## src/rtl/row_mover_pkg.sv

```systemverilog
// blockstacker_pkg: playfield geometry and row FSM states shared by row_mover and the level controller.
package blockstacker_pkg;
    localparam int ROW_W = 16;
    localparam int SPD_W = 6;
    typedef enum logic [1:0] {IDLE, MOVE, JUDGE, REPORT} state_t;
endpackage

```

## src/rtl/row_mover_if.sv

```systemverilog
// row_mover_if: control inputs and row status outputs of the row mover.
interface row_mover_if #(
    parameter int ROW_W = blockstacker_pkg::ROW_W,
    parameter int SPD_W = blockstacker_pkg::SPD_W
);
    logic             frame_tick;
    logic             start;
    logic             stop;
    logic             first_row;
    logic [SPD_W-1:0] speed_count;
    logic [3:0]       num_blocks;
    logic [ROW_W-1:0] row_mask;
    logic             next_signal;
    logic             fail;
    logic             busy;
    logic [3:0]       kept_blocks;
    modport master (
        output frame_tick, start, stop, first_row, speed_count, num_blocks,
        input  row_mask, next_signal, fail, busy, kept_blocks
    );
    modport slave (
        input  frame_tick, start, stop, first_row, speed_count, num_blocks,
        output row_mask, next_signal, fail, busy, kept_blocks
    );
endinterface

```

## src/rtl/row_mover_step_divider.sv

```systemverilog
// step_divider: counts frame ticks and emits a step pulse every speed_i ticks.
module step_divider #(
    parameter int SPD_W = blockstacker_pkg::SPD_W
) (
    input  logic             clk,
    input  logic             resetn,
    input  logic             clear_i,
    input  logic             tick_i,
    input  logic [SPD_W-1:0] speed_i,
    output logic             step_o
);
    logic [SPD_W-1:0] cnt_q, cnt_d;
    always_comb begin
        step_o = tick_i && (cnt_q + SPD_W'(1) == speed_i);
        cnt_d  = clear_i ? '0 : step_o ? '0 : tick_i ? cnt_q + SPD_W'(1) : cnt_q;
    end
    always_ff @(posedge clk or negedge resetn) begin
        if (!resetn) cnt_q <= '0;
        else         cnt_q <= cnt_d;
    end
endmodule

```

## src/rtl/row_mover.sv

```systemverilog
// row_mover: bounces a block across one playfield row, freezes it on stop and
// judges its overlap with the previous row.
module row_mover #(
    parameter int ROW_W = blockstacker_pkg::ROW_W,
    parameter int SPD_W = blockstacker_pkg::SPD_W
) (
    input logic       clk,
    input logic       resetn,
    row_mover_if.slave bus
);
    import blockstacker_pkg::*;
    localparam int PW = $clog2(ROW_W);
    localparam int WW = $clog2(ROW_W + 1);
    state_t           state_q, state_d;
    logic [PW-1:0]    pos_q, pos_d;
    logic             dir_q, dir_d;
    logic [WW-1:0]    width_q, width_d;
    logic [SPD_W-1:0] speed_q, speed_d;
    logic [ROW_W-1:0] prev_q, prev_d, overlap;
    logic [3:0]       kept_q, kept_d;
    logic             step, at_edge;
    // stop wins over a same-cycle frame_tick, so the divider never sees that tick
    step_divider #(.SPD_W(SPD_W)) u_div (
        .clk     (clk),
        .resetn  (resetn),
        .clear_i (state_q != MOVE),
        .tick_i  (state_q == MOVE && bus.frame_tick && !bus.stop),
        .speed_i (speed_q),
        .step_o  (step)
    );
    always_ff @(posedge clk or negedge resetn) begin
        if (!resetn) state_q <= IDLE;
        else         state_q <= state_d;
    end
    always_comb begin
        state_d = (state_q == IDLE && bus.start) ? MOVE :
                  (state_q == MOVE && bus.stop)  ? JUDGE :
                  (state_q == JUDGE)             ? REPORT :
                  (state_q == REPORT)            ? IDLE : state_q;
    end
    always_comb begin
        bus.row_mask    = (state_q == IDLE) ? '0 : ROW_W'(~({ROW_W{1'b1}} << width_q)) << pos_q;
        bus.busy        = state_q != IDLE;
        bus.next_signal = state_q == REPORT && kept_q != '0;
        bus.fail        = state_q == REPORT && kept_q == '0;
        bus.kept_blocks = kept_q;
    end
    assign overlap = bus.row_mask & prev_q;
    always_comb begin
        pos_d   = pos_q;
        dir_d   = dir_q;
        width_d = width_q;
        speed_d = speed_q;
        prev_d  = prev_q;
        kept_d  = kept_q;
        at_edge = dir_q ? (pos_q == '0) : (32'(pos_q) == ROW_W - 32'(width_q));
        if (state_q == IDLE && bus.start) begin
            width_d = (bus.num_blocks == '0) ? WW'(1) :
                      (32'(bus.num_blocks) > ROW_W) ? WW'(ROW_W) : WW'(bus.num_blocks);
            speed_d = (bus.speed_count == '0) ? SPD_W'(1) : bus.speed_count;
            pos_d   = '0;
            dir_d   = 1'b0;
            prev_d  = bus.first_row ? '1 : prev_q;
        end
        // dir 0 moves right; hitting an edge reverses and steps back inward
        if (step && 32'(width_q) != ROW_W) begin
            dir_d = at_edge ? ~dir_q : dir_q;
            pos_d = (dir_q ^ at_edge) ? pos_q - PW'(1) : pos_q + PW'(1);
        end
        if (state_q == JUDGE)  kept_d = 4'($countones(overlap));
        if (state_q == REPORT) prev_d = (kept_q != '0) ? overlap : '1;
    end
    always_ff @(posedge clk or negedge resetn) begin
        if (!resetn) begin
            pos_q   <= '0;
            dir_q   <= 1'b0;
            width_q <= WW'(1);
            speed_q <= SPD_W'(1);
            prev_q  <= '1;
            kept_q  <= '0;
        end else begin
            pos_q   <= pos_d;
            dir_q   <= dir_d;
            width_q <= width_d;
            speed_q <= speed_d;
            prev_q  <= prev_d;
            kept_q  <= kept_d;
        end
    end
endmodule

```

## src/flat_wrapper.sv

```systemverilog
// flat-port wrapper written by rule: the top's interface ports become plain ports
module row_mover_flat import blockstacker_pkg::*;
#(
    parameter int ROW_W = blockstacker_pkg::ROW_W,
    parameter int SPD_W = blockstacker_pkg::SPD_W
)
  (clk, resetn, bus_frame_tick, bus_start, bus_stop, bus_first_row, bus_speed_count, bus_num_blocks, bus_row_mask, bus_next_signal, bus_fail, bus_busy, bus_kept_blocks);
  row_mover_if #(.ROW_W(ROW_W), .SPD_W(SPD_W)) bus_i ();
  input logic clk;
  input logic resetn;
  input wire logic [$bits(bus_i.frame_tick)-1:0] bus_frame_tick;
  input wire logic [$bits(bus_i.start)-1:0] bus_start;
  input wire logic [$bits(bus_i.stop)-1:0] bus_stop;
  input wire logic [$bits(bus_i.first_row)-1:0] bus_first_row;
  input wire logic [$bits(bus_i.speed_count)-1:0] bus_speed_count;
  input wire logic [$bits(bus_i.num_blocks)-1:0] bus_num_blocks;
  output wire logic [$bits(bus_i.row_mask)-1:0] bus_row_mask;
  output wire logic [$bits(bus_i.next_signal)-1:0] bus_next_signal;
  output wire logic [$bits(bus_i.fail)-1:0] bus_fail;
  output wire logic [$bits(bus_i.busy)-1:0] bus_busy;
  output wire logic [$bits(bus_i.kept_blocks)-1:0] bus_kept_blocks;
  assign bus_i.frame_tick = bus_frame_tick;
  assign bus_i.start = bus_start;
  assign bus_i.stop = bus_stop;
  assign bus_i.first_row = bus_first_row;
  assign bus_i.speed_count = bus_speed_count;
  assign bus_i.num_blocks = bus_num_blocks;
  assign bus_row_mask = bus_i.row_mask;
  assign bus_next_signal = bus_i.next_signal;
  assign bus_fail = bus_i.fail;
  assign bus_busy = bus_i.busy;
  assign bus_kept_blocks = bus_i.kept_blocks;
  row_mover #(.ROW_W(ROW_W), .SPD_W(SPD_W)) u_core (.clk(clk), .resetn(resetn), .bus(bus_i));
endmodule
```

## config.mk

```make
export PLATFORM = sky130hd
export DESIGN_NAME = row_mover_flat
export DESIGN_NICKNAME = d
export VERILOG_FILES = /design/src/rtl/row_mover_pkg.sv /design/src/rtl/row_mover_if.sv /design/src/rtl/row_mover_step_divider.sv /design/src/rtl/row_mover.sv /design/src/flat_wrapper.sv
export SDC_FILE = /design/constraint.sdc
export NUM_CORES = 1
export LEC_CHECK = 0
export CORE_ASPECT_RATIO = 1.4
export CORE_MARGIN = 3
export CORE_UTILIZATION = 27
export DETAILED_ROUTE_END_ITERATION = 8
export GPL_TIMING_DRIVEN = 0
export PLACE_DENSITY = 0.52
export SETUP_SLACK_MARGIN = 0.2
export SLEW_MARGIN = 20
export SYNTH_ARGS = -nofsm -noshare
export SYNTH_HDL_FRONTEND = slang
export SYNTH_SLANG_ARGS = --single-unit
```

## constraint.sdc

```tcl
create_clock -name clk -period 10.65 [get_ports clk]
set_clock_uncertainty 0.1 [all_clocks]
set_input_delay 2.13 -clock clk [delete_from_list [all_inputs] [get_ports clk]]
set_output_delay 2.13 -clock clk [all_outputs]
set_load 0.03 [all_outputs]
```

==> impl_metrics.yaml <==
clocking:
  tritoncts: "done"
  clk_pin_slew_ps: 70
  postCtsSetupRepairBufs: 0
  ctsHoldBuffers: 0
  cts_max_level: 2
  clockBufferDepth: 2
  insertion_delay_ps: 290
  clock_sinks: 43
  root_buffer: "clkbuf_16"
  cts_resized: 0
  cts-buffers-inserted: 5
critical_path:
  worstPathRequired_ps: 10720
  reg2reg_from: "u_core.width_q[1]"
  worstPathArrival_ps: 6030
  criticalPathCategory: "reg2reg"
  critPathMaxFanout: 7
  critPathLaunchType: "flop"
  endpoint_kind: "flop"
  r2r_setup_slack_ps: 4690
  r2r_cells: 22
  r2r-end: "u_core.bus.kept_blocks[3]"
routing:
  antenna_left: 0
  vias: 2979
  wl_per_cell_microns: 16.41
  totalWireLength_microns: 9617
  route.detailed.drc: 0
  initialDrtViolationCount: 190
  vias_per_cell: 5.084
  dr.pass1.iters: 4
final_layout:
  syn_to_final_growth_pct: 20.68
  postLayoutCoreUtil_pct: 34.03
  regArea_sq_mm: 0.001099
  layout_commonest_cell: "inv_1"
  diodes: 0
  fill_cells: 1308
  finalNetCount: 481
  final_cell_area_sq_mm: 0.004272
  layout-drive-gt1-share_pct: 17.89
  finalNonFillerCells: 586
  multi_input_area_sq_mm: 0.002192
  layout_common_cells: "inv_1, clkdlybuf4s50_1, nand2_1"
timing:
  worst_pin_slew_ps: 590.4
  maxSlewHeadroom_pct: 60.55
  fin_crit_sh_pct: 55.96
  hold_viol: 0
  setup_tns_ps: 0
  worst_slack_ps: 4691
  setup_viol: 0
  fmax_ghz: 0.1678
  rsz0062_at_grt: "no"
  hold_ws_ps: 376.8
  period_needed_ps: 5959
  slew_viol_final: 0
run:
  maxCapViolCount: 0
placement:
  dp_hpwl_microns: 7762
  place_inst: 578
  port_buffers: 38
  postPlaceCellArea_sq_mm: 0.004123
  place.gp.congestion: 0.9335
  dp_slack_ps: 4688
global_route:
  grt_overflow: 0
  antenna_found_initial: 0
  grt_pass1_wl_microns: 16000
  grt_max_degree: 29
  track_usage_pct: 14.00
  grt_pass1_vias: 3090
power:
  powerDensity_mw_per_mm2: 355.9
  p_leak_nw: 1.828
  ir_worst_vdd_mv: 0.1648
  power_frac_seq_pct: 19.1
  p_int_mw: 0.7752
  power_switching_mw: 0.7451
  p_clk_share_pct: 10.6
  switching_share_pct: 49.01
  total_power_mw: 1.520
  pwr-share-comb_pct: 70.4
min_path:
  hp-start: "u_core.prev_q[3]"
  hold_path_class: "reg2reg"
  whs_endpoint: "u_core.prev_q[3]"
  hold_depth: 2
logic_synthesis:
  avgSynthCellArea_sq_um: 9.099
  syn_nets: 435
  yosysSeqAreaShare_pct: 31.04
  async_flop_share_pct: 100.0
  synth_area_leader_cell: "dfrtp_1"
  synth_cell_type_count: 68
  ys_ff_latch: 43
  synth_ff_type: "dfrtp_1"
  synth_area_leaders: "dfrtp_1, dfstp_2, fa_1, ha_1, mux2_2"
  synth_top_area_share_pct: 17.67
  synth_edf_count: 0
  yosys_warnings: 0
  netlist_area_sq_mm: 0.003540
  syn_inst: 389
floorplanning:
  placement_rows: 48
  initial_utilization_pct: 28.20
  core_area_sq_mm: 0.01255
  io_pins: 39
  die_area_sq_mm: 0.01454
  die_h_microns: 141.5
  die_w_microns: 102.8
run_status:
  status: "finished, final reports clean"
-- worst max-delay path, stage by stage, from the launching register on --
cell and delay (ps):
dfrtp_1 460, inv_1 180, ha_1 170, inv_1 40, ha_1 230, and2_1 210, a211o_1 350, o311ai_1 390
nor3_1 160, and2_1 190, ha_1 260, inv_1 50, fa_1 410, fa_1 520, fa_1 560, inv_1 60
fa_1 540, ha_1 140, inv_1 50, fa_1 370, xor2_1 170, xnor2_1 140, o21ai_0 90
-- metal layers --
metal | part of all wire, % | GRT usage, % | vias to the layer above
li1 | - | - | 1445
met1 | 41 | 16.77 | 1436
met2 | 53 | 25.02 | 73
met3 | 3.2 | 1.968 | 25
met4 | 3.2 | 5.048 | 0
met5 | 0 | 0 | -
-- synth_stat cells (3+ instances only) --
master and instances:
inv_1 38, nand2_1 35, nor2_1 27, dfrtp_1 25, o21ai_0 25, dfstp_2 18, ha_1 18, a21oi_1 17
and2_1 15, mux2_2 13, fa_1 12, buf_2 10, xor2_1 10, nand3_1 9, nor3_1 9, xnor2_1 7
a31oi_1 6, mux2i_1 6, nand2b_1 6, buf_4 5, o22a_1 5, nor2b_1 4, o22ai_1 4, a211oi_1 3
a22oi_1 3, a31o_2 3, and3_1 3, clkbuf_1 3, maj3_2 3, o21ai_1 3, o31ai_1 3
-- registers in the layout, summed over array words and instances (netlist names) --
name	flops
u_core.speed_q	6
u_core.dir_q	1
u_core.pos_q	4
u_core.bus.kept_blocks	4
u_core.prev_q	16
u_core.state_q	2
u_core.u_div.cnt_q	6
u_core.width_q	4
-- cells by family after synthesis --
logic type                 share of synthesized area, %
and+or+nand+nor                                   17.99
xor gates and xnor gates                          5.514
adders and majority gates                         14.10
buffers and inverters                             7.034
DFF                                               31.04
muxes                                             5.833
AOI/OAI and AO/OA                                 18.49
-- power by group through the flow --
stage | clock network (mW) | logic, mW | registers, mW
after floorplan | 0 | 0.748 | 0.291
after global placement | 0 | 1.09 | 0.291
after detailed placement | 0 | 1.10 | 0.292
after CTS | 0.165 | 1.11 | 0.290
after global routing | 0.172 | 1.23 | 0.298
final | 0.160 | 1.07 | 0.290
-- worst max-delay path by stage --
stage	startpoint	to	slack [ps]	cells past startpoint
floorplan	u_core.width_q[0]	u_core.bus.kept_blocks[3]	4820	22
global placement	u_core.width_q[1]	u_core.bus.kept_blocks[3]	4710	22
detailed placement	u_core.width_q[1]	u_core.bus.kept_blocks[3]	4690	22
CTS	u_core.width_q[1]	u_core.bus.kept_blocks[3]	4680	22
global route	u_core.width_q[1]	u_core.bus.kept_blocks[3]	4330	22
finish	u_core.width_q[1]	u_core.bus.kept_blocks[3]	4690	22
-- area by class of cell --
cell class / count / area share, %
Buffer: 18 / 2.314
Clock buffer: 5 / 2.929
Clock inverter: 3 / 0.5565
Inverter: 40 / 3.515
Multi-Input combinational cell: 288 / 51.32
Sequential cell: 43 / 25.72
Tap cell: 150 / 4.394
Timing Repair Buffer: 39 / 9.256
No activity file was read; power rests on OpenSTA's default activity.
